$ cat config.mk
export PLATFORM = sky130hd
export DESIGN_NAME = apb_rst_seq
export DESIGN_NICKNAME = d
export VERILOG_FILES = /design/src/rtl/apb_rst_seq.sv
export SDC_FILE = /design/constraint.sdc
export NUM_CORES = 1
export LEC_CHECK = 0
export ABC_AREA = 1
export BUFFER_PORTS_ARGS = -buffer_cell sky130_fd_sc_hd__buf_2
export CAP_MARGIN = 10
export CORE_ASPECT_RATIO = 1.1
export CORE_UTILIZATION = 51
export DETAILED_ROUTE_END_ITERATION = 7
export PLACE_DENSITY = 0.8
export SYNTH_ARGS = -nofsm -noshare
export SYNTH_HDL_FRONTEND = slang
export SYNTH_SLANG_ARGS = --single-unit
$ cat constraint.sdc
create_clock -name pclk -period 1.75 [get_ports pclk]
set_clock_uncertainty 0.1 [all_clocks]
set_input_delay 0.175 -clock pclk [delete_from_list [all_inputs] [get_ports pclk]]
set_output_delay 0.175 -clock pclk [all_outputs]
set_load 0.02 [all_outputs]
$ cat src/rtl/apb_rst_seq.sv
`default_nettype none
// +--------------------------------------------------------------------------+
// | apb_rst_seq: APB-programmable staggered reset sequencer for NUM_DOM      |
// | domains. Optional rst_req_n synchronizer: APB_RST_SEQ_SYNC_EN.           |
// | Revision: 1.0                                                            |
// +--------------------------------------------------------------------------+
module apb_rst_seq #(
  parameter int ADDR_WIDTH = 32,
  parameter int DATA_WIDTH = 32,
  parameter int NUM_DOM    = 4,
  parameter int CNT_WIDTH  = 16
) (
  input  logic                  pclk,
  input  logic                  presetn,
  input  logic                  psel,
  input  logic [ADDR_WIDTH-1:0] paddr,
  input  logic                  pwrite,
  input  logic [DATA_WIDTH-1:0] pwdata,
  input  logic                  penable,
  output logic [DATA_WIDTH-1:0] prdata,
  input  logic                  rst_req_n,
  output logic [NUM_DOM-1:0]    dom_rst_n,
  output logic                  seq_busy,
  output logic                  seq_irq
);

  localparam logic [0:0] c_st_idle = 1'b0;
  localparam logic [0:0] c_st_wait = 1'b1;

  localparam logic [7:0] c_addr_ctrl   = 8'h00;
  localparam logic [7:0] c_addr_delay  = 8'h04;
  localparam logic [7:0] c_addr_status = 8'h08;

  logic [0:0]            r_state, w_state_next;
  logic                  r_en, r_irq_en, r_done, r_irq;
  logic [CNT_WIDTH-1:0]  r_delay, r_cnt, w_cnt_next;
  logic [NUM_DOM-1:0]    r_dom, w_dom_next, w_dom_step, w_goal, w_hi;
  logic [DATA_WIDTH-1:0] r_prdata, w_rdata;
  logic                  w_req, w_tgt, w_busy, w_done_set, w_wr, w_rd;
  logic                  w_unused;

`ifdef APB_RST_SEQ_SYNC_EN
  logic [1:0] r_req_sync;

  always_ff @(posedge pclk or negedge presetn) begin
    if (!presetn) r_req_sync <= '0;
    else          r_req_sync <= {r_req_sync[0], rst_req_n};
  end

  assign w_req = r_req_sync[1];
`else
  assign w_req = rst_req_n;
`endif

  assign w_tgt    = r_en & w_req;
  assign w_goal   = w_tgt ? '1 : '0;
  assign w_wr     = psel & penable & pwrite;
  assign w_rd     = psel & ~penable & ~pwrite;
  assign w_unused = ^{paddr, pwdata};

  // Highest released domain, as a one-hot mask.
  always_comb begin
    w_hi = '0;
    for (int i = 0; i < NUM_DOM; i++)
      if (r_dom[i]) w_hi = NUM_DOM'(1) << i;
  end

  // Release fills the lowest zero bit; assert clears the highest one bit.
  assign w_dom_step = w_tgt ? (r_dom | (~r_dom & (r_dom + 1'b1))) : (r_dom & ~w_hi);

  always_ff @(posedge pclk or negedge presetn) begin
    if (!presetn) r_state <= c_st_idle;
    else          r_state <= w_state_next;
  end

  always_comb begin
    w_state_next = r_state;
    case (r_state)
      c_st_idle: if (r_dom != w_goal) w_state_next = c_st_wait;
      c_st_wait: if (r_cnt == '0 && w_dom_step == w_goal) w_state_next = c_st_idle;
      default:   w_state_next = c_st_idle;
    endcase
  end

  always_comb begin
    w_dom_next = r_dom;
    w_cnt_next = r_cnt;
    w_done_set = 1'b0;
    w_busy     = (r_state == c_st_wait);
    case (r_state)
      c_st_idle: if (r_dom != w_goal) w_cnt_next = r_delay;
      c_st_wait: begin
        if (r_cnt == '0) begin
          w_dom_next = w_dom_step;
          if (w_dom_step == w_goal) w_done_set = 1'b1;
          else                      w_cnt_next = r_delay;
        end else begin
          w_cnt_next = r_cnt - 1'b1;
        end
      end
      default: ;
    endcase
  end

  always_comb begin
    w_rdata = '0;
    case (paddr[7:0])
      c_addr_ctrl:  w_rdata[1:0] = {r_irq_en, r_en};
      c_addr_delay: w_rdata[CNT_WIDTH-1:0] = r_delay;
      c_addr_status: begin
        w_rdata[0]            = w_busy;
        w_rdata[1]            = r_done;
        w_rdata[8 +: NUM_DOM] = r_dom;
      end
      default: ;
    endcase
  end

  always_ff @(posedge pclk or negedge presetn) begin
    if (!presetn) begin
      r_dom    <= '0;
      r_cnt    <= '0;
      r_en     <= 1'b0;
      r_irq_en <= 1'b0;
      r_delay  <= CNT_WIDTH'(8'hFF);
      r_done   <= 1'b0;
      r_irq    <= 1'b0;
      r_prdata <= '0;
    end else begin
      r_dom <= w_dom_next;
      r_cnt <= w_cnt_next;
      if (w_wr && paddr[7:0] == c_addr_ctrl)  {r_irq_en, r_en} <= pwdata[1:0];
      if (w_wr && paddr[7:0] == c_addr_delay) r_delay <= pwdata[CNT_WIDTH-1:0];
      // A completing step beats a same-cycle W1C.
      if (w_done_set)                                           r_done <= 1'b1;
      else if (w_wr && paddr[7:0] == c_addr_status && pwdata[1]) r_done <= 1'b0;
      r_irq <= r_done & r_irq_en;
      if (w_rd) r_prdata <= w_rdata;
    end
  end

  assign prdata    = r_prdata;
  assign dom_rst_n = r_dom;
  assign seq_busy  = w_busy;
  assign seq_irq   = r_irq;

endmodule
`default_nettype wire

* Word-level counts from Yosys, hierarchy flattened *
Index checks and enable logic that the tools add are counted.

operators by class
  $add $sub $neg = 2
  equal/unequal tests = 6
  multiplexer cells = 22
  bitwise operators = 14
  reductions and logical operators = 10

operators by type and width
  cell                                                                    count
  16-bit two-way mux                                                      3
  16-bit case mux with 2 select lines                                     1
  16-bit zero test                                                        1
  4-bit two-way mux                                                       4
  16-bit by 1-bit subtractor with 16-bit output (second input constant)   1
  4-bit AND                                                               2
  8-bit by 3-bit equality test with 1-bit output (second input constant)  1
  8-bit by 4-bit equality test with 1-bit output (second input constant)  1
  8-bit zero test                                                         1
  1-bit two-way mux                                                       8
  4-bit NOT                                                               2
  4-bit case mux with 2 select lines                                      1
  1-bit AND                                                               6
  6-bit two-way mux                                                       1
  2-bit case mux with 3 select lines                                      1
  1-bit logical AND                                                       5
  4-bit by 1-bit adder with 4-bit output (second input constant)          1
  4-bit equality test                                                     1
  4-bit inequality test                                                   1
  4-bit OR                                                                1
  2-bit AND reduction                                                     2
  3-bit two-way mux                                                       1
  3-bit inequality test (second input constant)                           1
  1-bit NOT                                                               3
  4 further kinds                                                         4

word-level totals
  register bits = 57
  bits of input ports = 70
  output and inout bits = 38
  logic and storage cells = 63

* Longest topological paths before layout *
Gate-level depths: netlist (run 1).

  depth after elaboration = 12
  mapped depth = 11

* Least setup slack after synthesis (run 1) *
OpenSTA, ideal clock, no wires.

  path kind = reg-to-reg
  from = register r_dom[1] (netlist: dom_rst_n[1])
  to = register r_cnt[12]
  setup time = 0.116 ns
  arrival time = 1.410 ns
  data required time = 1.534 ns
  path slack = 0.124 ns
  stages on the path, launching flop included = 11
  path buffers = 1
  cells stage by stage = dfrtp_1 nand2_1 clkinv_1 nand2_1 nand2_1 nand3_2 nor2_2 a21oi_4 buf_4 nand2_1 nand2_1

on the way
  word-level cells in the longest chain between the ends = 9
  elaborated cells between the ends (all ways) = 15
  those cells by class = add/sub (1); eq/ne (4); mux (4); bitwise (5); reduce/logical (1)

RTL lines
  what                                                                                            line  RTL
  start, declared                                                                                 37    logic [NUM_DOM-1:0] r_dom, w_dom_next, w_dom_step, w_goal, w_hi;
  start signal, assigned                                                                          130   r_dom <= w_dom_next;
  parallel branches: the longest is 8 deep, another holds 4-bit by 1-bit adder with 4-bit output  -
  2-bit AND reduction (no source line) *                                                          -
  end signal, assigned                                                                            131   r_cnt <= w_cnt_next;
  end, declared                                                                                   36    logic [CNT_WIDTH-1:0] r_delay, r_cnt, w_cnt_next;

Every way passes the cells marked *.
A chain may end at the register's enable or synchronous reset.

* Final worst setup path (run 1) *
  from = register r_cnt[4]
  to = register r_cnt[10]

on the way
  word-level cells in the longest chain between the ends = 3
  elaborated cells between the ends (all ways) = 6
  those cells by class = add/sub (1); eq/ne (1); mux (2); reduce/logical (2)

RTL lines
  what                                                                               line
  16-bit by 1-bit subtractor with 16-bit output or 16-bit zero test (tied branches)  98, 93
  16-bit two-way mux or 3-bit inequality test (tied branches)                        -
  16-bit case mux with 2 select lines or 2-bit AND reduction (tied branches)         -

Parallel ways exist; a longest one is shown, timed or not.

==> results.yml, run 1 <==
finish:
  syn_to_final_growth_pct: 22.7
  antenna_cells: 0
  drive_above_1_share_pct: 24.9
  multi_input_area_sq_um: 1590
  fin_cells: 614
  fin_nets: 601
  register_area_sq_um: 1440
  nFillCells: 491
run_status:
  outcome: "finished clean"
critical_path:
  critPathRequiredTime_ns: 1.87
  cp_max_fo: 9
  worstPathCellList: "nor2_2 -> nand2_2 -> nor2_4 -> nand2_2 -> nand2_4 -> inv_4 -> nor2_1 -> nor2_1 -> nand2_1 -> nand2_1"
  worstSetupPathType: "flop to flop"
  end_kind: "flop"
  cp_slowest_cell: "dfrtp_1"
  cp.arrival_ns: 1.80
  start_kind: "flop"
  slowest_delay_ns: 0.43
clocking:
  clockBufferDepth: 2
  cts_inserted_buffers: 9
  clk_latency_ns: 0.33
  cts_max_level: 3
  tritoncts: "done"
  clk_pin_slew_ns: 0.07
  cts.sinks: 57
  cts-root-buf: "clkbuf_8"
place:
  dp.cells: 584
  io_buffers: 51
  gp_congestion: 0.861
  place_hpwl_mm: 5.47
logic_synthesis:
  synth_most_common_cell: "nand2_1"
  syn_area_sq_um: 3280
  synth_cell_types: 37
  async_flop_share_pct: 100
  seq_area_frac_synth_pct: 43.8
  post_synth.cell_area_avg_sq_um: 7.32
  ys_warn_count: 0
  synth.top_cell.area_share_pct: 37.4
  ys.flop_type: "dfrtp_1"
  ys_seq_elements: 57
  netlist_instances: 448
  netlist_top_cells_area: "dfrtp_1, nand2_1, dfstp_2, nor2_1, o21ai_0"
  synthTopCellsByCount: "nand2_1, nor2_1, dfrtp_1"
  synth_edf_count: 0
  yosysTopAreaCell: "dfrtp_1"
power:
  power_density_nw_per_um2: 640
  clock_power_share_pct: 42.1
  swShare_pct: 25.0
  combinationalPowerShare_pct: 6.2
  p_leak_uw: 0.00212
  p_int_uw: 1930
  ir_drop_uv: 604
  power.switching_uw: 644
  p_seq_share_pct: 51.7
floorplan:
  fp.dieArea_sq_um: 6750
  ios: 108
  rows: 30
  core_area_sq_um: 6190
  die-width_um: 78.4
  initial_core_util_pct: 52.9
  die_height_um: 86.1
timing:
  setup_viol: 0
  rsz0062_at_grt: "true"
  maxSlewViolCount: 0
  timing.final.crit_share_pct: 96.0
  hold_violations: 0
  fin_crit_ns: 1.68
  clock.fmax_mhz: 595
  holdWs_ns: 0.0164
global_route:
  track_usage_pct: 25.0
  grt_pass1_wl_mm: 13.1
  grt_max_degree: 58
  overflow: 0
  grt_pass1_vias: 2936
  antenna_found_initial: 0
routing:
  wl_mm: 7.98
  drc: 0
  via_per_inst: 5.10
  vias: 3133
  firstDrtPassIters: 5
  antenna_left: 0
  wl_per_cell_um: 13.0
  drtIter0Drc: 206
run:
  maxCapViolations: 0
min_path:
  hold_path.class: "input port to flop"
[state kept, by name, summed over array words and instances (netlist names)]
| register | count |
|---|---|
| r_done | 1 |
| prdata | 16 |
| r_irq_en | 1 |
| seq_irq | 1 |
| r_en | 1 |
| dom_rst_n | 4 |
| seq_busy | 1 |
| r_cnt | 16 |
| r_delay | 16 |
[cell usage in the layout, fill, tap and decap left out, drive strengths merged]
master	netlist	final
nand3b	3	3
dlygate4sd3	0	11
o21ai	36	36
buf	23	72
nor2	61	61
or2	2	2
mux2	1	1
xor2	1	1
dfstp	8	8
clkinv	3	7
conb	1	16
clkinvlp	0	1
inv	38	38
nand3	22	22
o31ai	3	3
dfrtp	49	49
ha	2	2
nand2	168	168
a21oi	11	11
nor3	6	6
xnor2	3	3
clkbuf	5	11
nand4	2	2
[power by group through the flow]
stage | Clock, uW | Sequential [uW] | Combinational [uW]
2_1_floorplan | 0 | 1360 | 89.1
3_3_place_gp | 0 | 1360 | 138
3_5_place_dp | 0 | 1360 | 141
4_1_cts | 1090 | 1330 | 159
5_1_grt | 1160 | 1330 | 178
6_report | 1080 | 1330 | 160
[cell type report]
cell class              instances  area share (%)
inverters                      41            3.92
clock buffers                  11            3.51
flip-flops and latches         57            35.8
repair buffers                 83            14.0
well taps                      80            2.49
clock inverters                 5           0.777
multi-input cells             337            39.5
[cell families (layout without fill, tap and decap cells)]
kind of cell    count (synthesis)  after routing  share of synthesized area (%)
fa+ha+maj                       2              2                          0.763
flops                          57             57                           43.8
other cells                     1             16                          0.114
xor+xnor                        4              4                           1.07
compound gates                 50             50                           8.21
simple gates                  264            264                           34.8
mux                             1              1                          0.343
buf+inv                        69            140                           10.9
[through the flow]
step / area (sq um) / setup WS [ns] / util [%] / power, uW / setup TNS [ns]
after global routing: 4020 / -0.0696 / 65.0 / 2670 / -0.533
after CTS: 3940 / 0.0101 / 63.7 / 2590 / 0
after floorplan: 3330 / 0.124 / - / 1450 / 0
final: 4020 / 0.0695 / 65.0 / 2580 / 0
after global placement: 3660 / 0.0727 / 59.1 / 1490 / 0
after detailed placement: 3660 / 0.0281 / 59.1 / 1500 / 0
[per-layer routing]
metal	GRT usage [%]	vias up	wire length (um)
li1	-	1526	-
met1	31.9	1482	3480
met2	41.9	113	4030
met3	5.85	12	357
met4	8.59	0	111
met5	0	-	0
[critical path: cells and delay by family, from the launching register on]
kind / cells / cell delay (ns)
flops: 1 / 0.43
buf+inv: 1 / 0.08
simple gates: 9 / 0.95
[repair_timing]
| item | 4_1_cts | 5_1_grt |
|---|---|---|
| gates resized for setup | 0 | 24 |
| endpoints found under the setup margin | 0 | 18 |
| hold buffers | 11 | 0 |
| endpoints found under the hold margin | 59 | 0 |
| buffers inserted | 0 | 3 |
[final timing paths]
| check | cells after the start | to | slack [ns] | start |
|---|---|---|---|---|
| setup / recovery | 10 | r_cnt[10] | 0.07 | r_cnt[4] |
| hold / removal | 3 | r_delay[1] | 0.02 | pwdata[1] |
| setup reg to reg | 10 | r_cnt[10] | 0.07 | r_cnt[4] |
| hold reg to reg | 2 | prdata[1] | 0.38 | prdata[1] |
| max in group asynchronous | 3 | r_delay[2] | 0.97 | presetn |
| min in group asynchronous | 3 | dom_rst_n[3] | 0.26 | presetn |
Power figures use the tool's default switching activity.
==> run 2, diff against run 1 <==
- PLACE_DENSITY: 0.8 -> 0.79
==> results.yml, run 2 (synthesis results as in run 1) <==
run_status:
  outcome: "finished clean"
clocking:
  clockBufferDepth: 2
  cts_max_level: 3
  clk_pin_slew_ns: 0.07
  cts.sinks: 57
  tritoncts: "done"
  clk_latency_ns: 0.34
  cts_inserted_buffers: 9
  cts-root-buf: "clkbuf_8"
finish:
  register_area_sq_um: 1440
  fin_nets: 605
  layout_common_cells: "nand2_1, buf_2, nor2_1"
  nFillCells: 500
  drive_above_1_share_pct: 26.0
  antenna_cells: 0
  syn_to_final_growth_pct: 26.9
  layout_commonest_cell: "nand2_1"
  multi_input_area_sq_um: 1620
  stdcell_area_sq_um: 4160
power:
  p_leak_uw: 0.00218
  power_density_nw_per_um2: 699
  ir_drop_uv: 596
place:
  io_buffers: 51
  gp_congestion: 0.889
  post_dp_cell_area_sq_um: 3680
  place_hpwl_mm: 5.33
critical_path:
  end_kind: "flop"
  cp_common_cell: "nand2_1"
  cp_slowest_cell: "dfrtp_1"
  r2r_start: "r_cnt[1]"
  slowest_delay_ns: 0.40
  start_kind: "flop"
  worstPathCellList: "buf_4 -> nor2_2 -> nand2_2 -> nor2_1 -> buf_4 -> nand2_1 -> nand2_1 -> nand2_1 -> nor2_1 -> nor2_1 -> nand2_1 -> nand2_1"
  cp.arrival_ns: 1.80
  worstSetupPathType: "flop to flop"
  critPathRequiredTime_ns: 1.88
  crit_start: "r_cnt[1]"
  cp_max_fo: 6
timing:
  clock.fmax_mhz: 598
  fin_crit_ns: 1.67
  hold_violations: 0
  maxSlewViolCount: 0
  timing.final.crit_share_pct: 95.6
  holdWs_ns: 0.00616
  setup_viol: 0
routing:
  wl_per_cell_um: 12.5
  antenna_left: 0
  via_per_inst: 4.99
  drtIter0Drc: 252
  firstDrtPassIters: 5
  wl_mm: 7.72
  drc: 0
  vias: 3082
global_route:
  track_usage_pct: 24.8
  grt_pass1_vias: 2873
  grt.busiest_layer: "met2"
  grt_pass1_wl_mm: 12.9
  use_met2_pct: 41.8
  grt_max_degree: 58
  met3_usage_pct: 5.21
  overflow: 0
  antenna_found_initial: 0
  grtUsageMet1_pct: 31.7
floorplan:
  rows: 30
  die_height_um: 86.1
  fp.dieArea_sq_um: 6750
  initial_core_util_pct: 52.9
  die-width_um: 78.4
  core_area_sq_um: 6190
  ios: 108
run:
  maxCapViolations: 0
min_path:
  hold_path.class: "input port to flop"
  worstHoldStart: "pwdata[8]"
==> run 2: final cells by class <==
class                      count  share of cell area, %
sequential                    57                   34.6
clock inverter                 5                   1.87
inverter                      41                   3.85
tap                           80                   2.41
clock buffer                  11                   3.64
multi-input combinational    337                   38.8
timing repair buffer          87                   14.8
==> run 2: report_power, final <==
part / switching (uW) / internal, uW / total, uW
Clock: 537 / 874 / 1410
Sequential: 5.51 / 1330 / 1330
Combinational: 102 / 59.2 / 162
Total: 645 / 2260 / 2910
==> run 2: layer usage <==
layer,wire length (um),part of all wire [%]
met1,3460,45
met2,3900,50
met3,286,3.7
met4,77,1.0
met5,0,0
==> run 2: path summary, 6_finish.rpt <==
path,endpoint,slack [ns],cells past startpoint
max,r_cnt[15],0.08,12
max reg2reg,r_cnt[15],0.08,12
min in group asynchronous,dom_rst_n[2],0.25,3
min reg2reg,prdata[8],0.38,2
min,r_delay[8],0.006,3
max in group asynchronous,r_delay[5],0.98,3
==> run 2: metrics by stage <==
stage	util [%]	cells	setup TNS, ns	total power (uW)	worst slack (ns)
5_1_grt	67.2	618	-0.169	2990	-0.0593
3_3_place_gp	59.5	587	0	1490	0.0598
3_5_place_dp	59.5	587	-0.0467	1500	-0.0112
4_1_cts	65.2	615	0	2910	0.00924
2_1_floorplan	-	463	0	1450	0.124
6_report	67.2	618	0	2910	0.0767
==> run 2: worst max-delay path: cells and delay by family, from the launching register on <==
kind / cells / cell delay [ns]
flip-flops: 1 / 0.40
buffers and inverters: 2 / 0.30
AND/OR/NAND/NOR: 10 / 0.75
==> run 2: what timing repair did <==
item / in CTS / in global routing
hold buffers: 12 / 0
buffers inserted: 0 / 2
endpoints found under the setup margin: 11 / 19
gates cloned: 0 / 1
gates resized for setup: 1 / 27
hold endpoints to repair: 60 / 0
pin swaps: 1 / 5
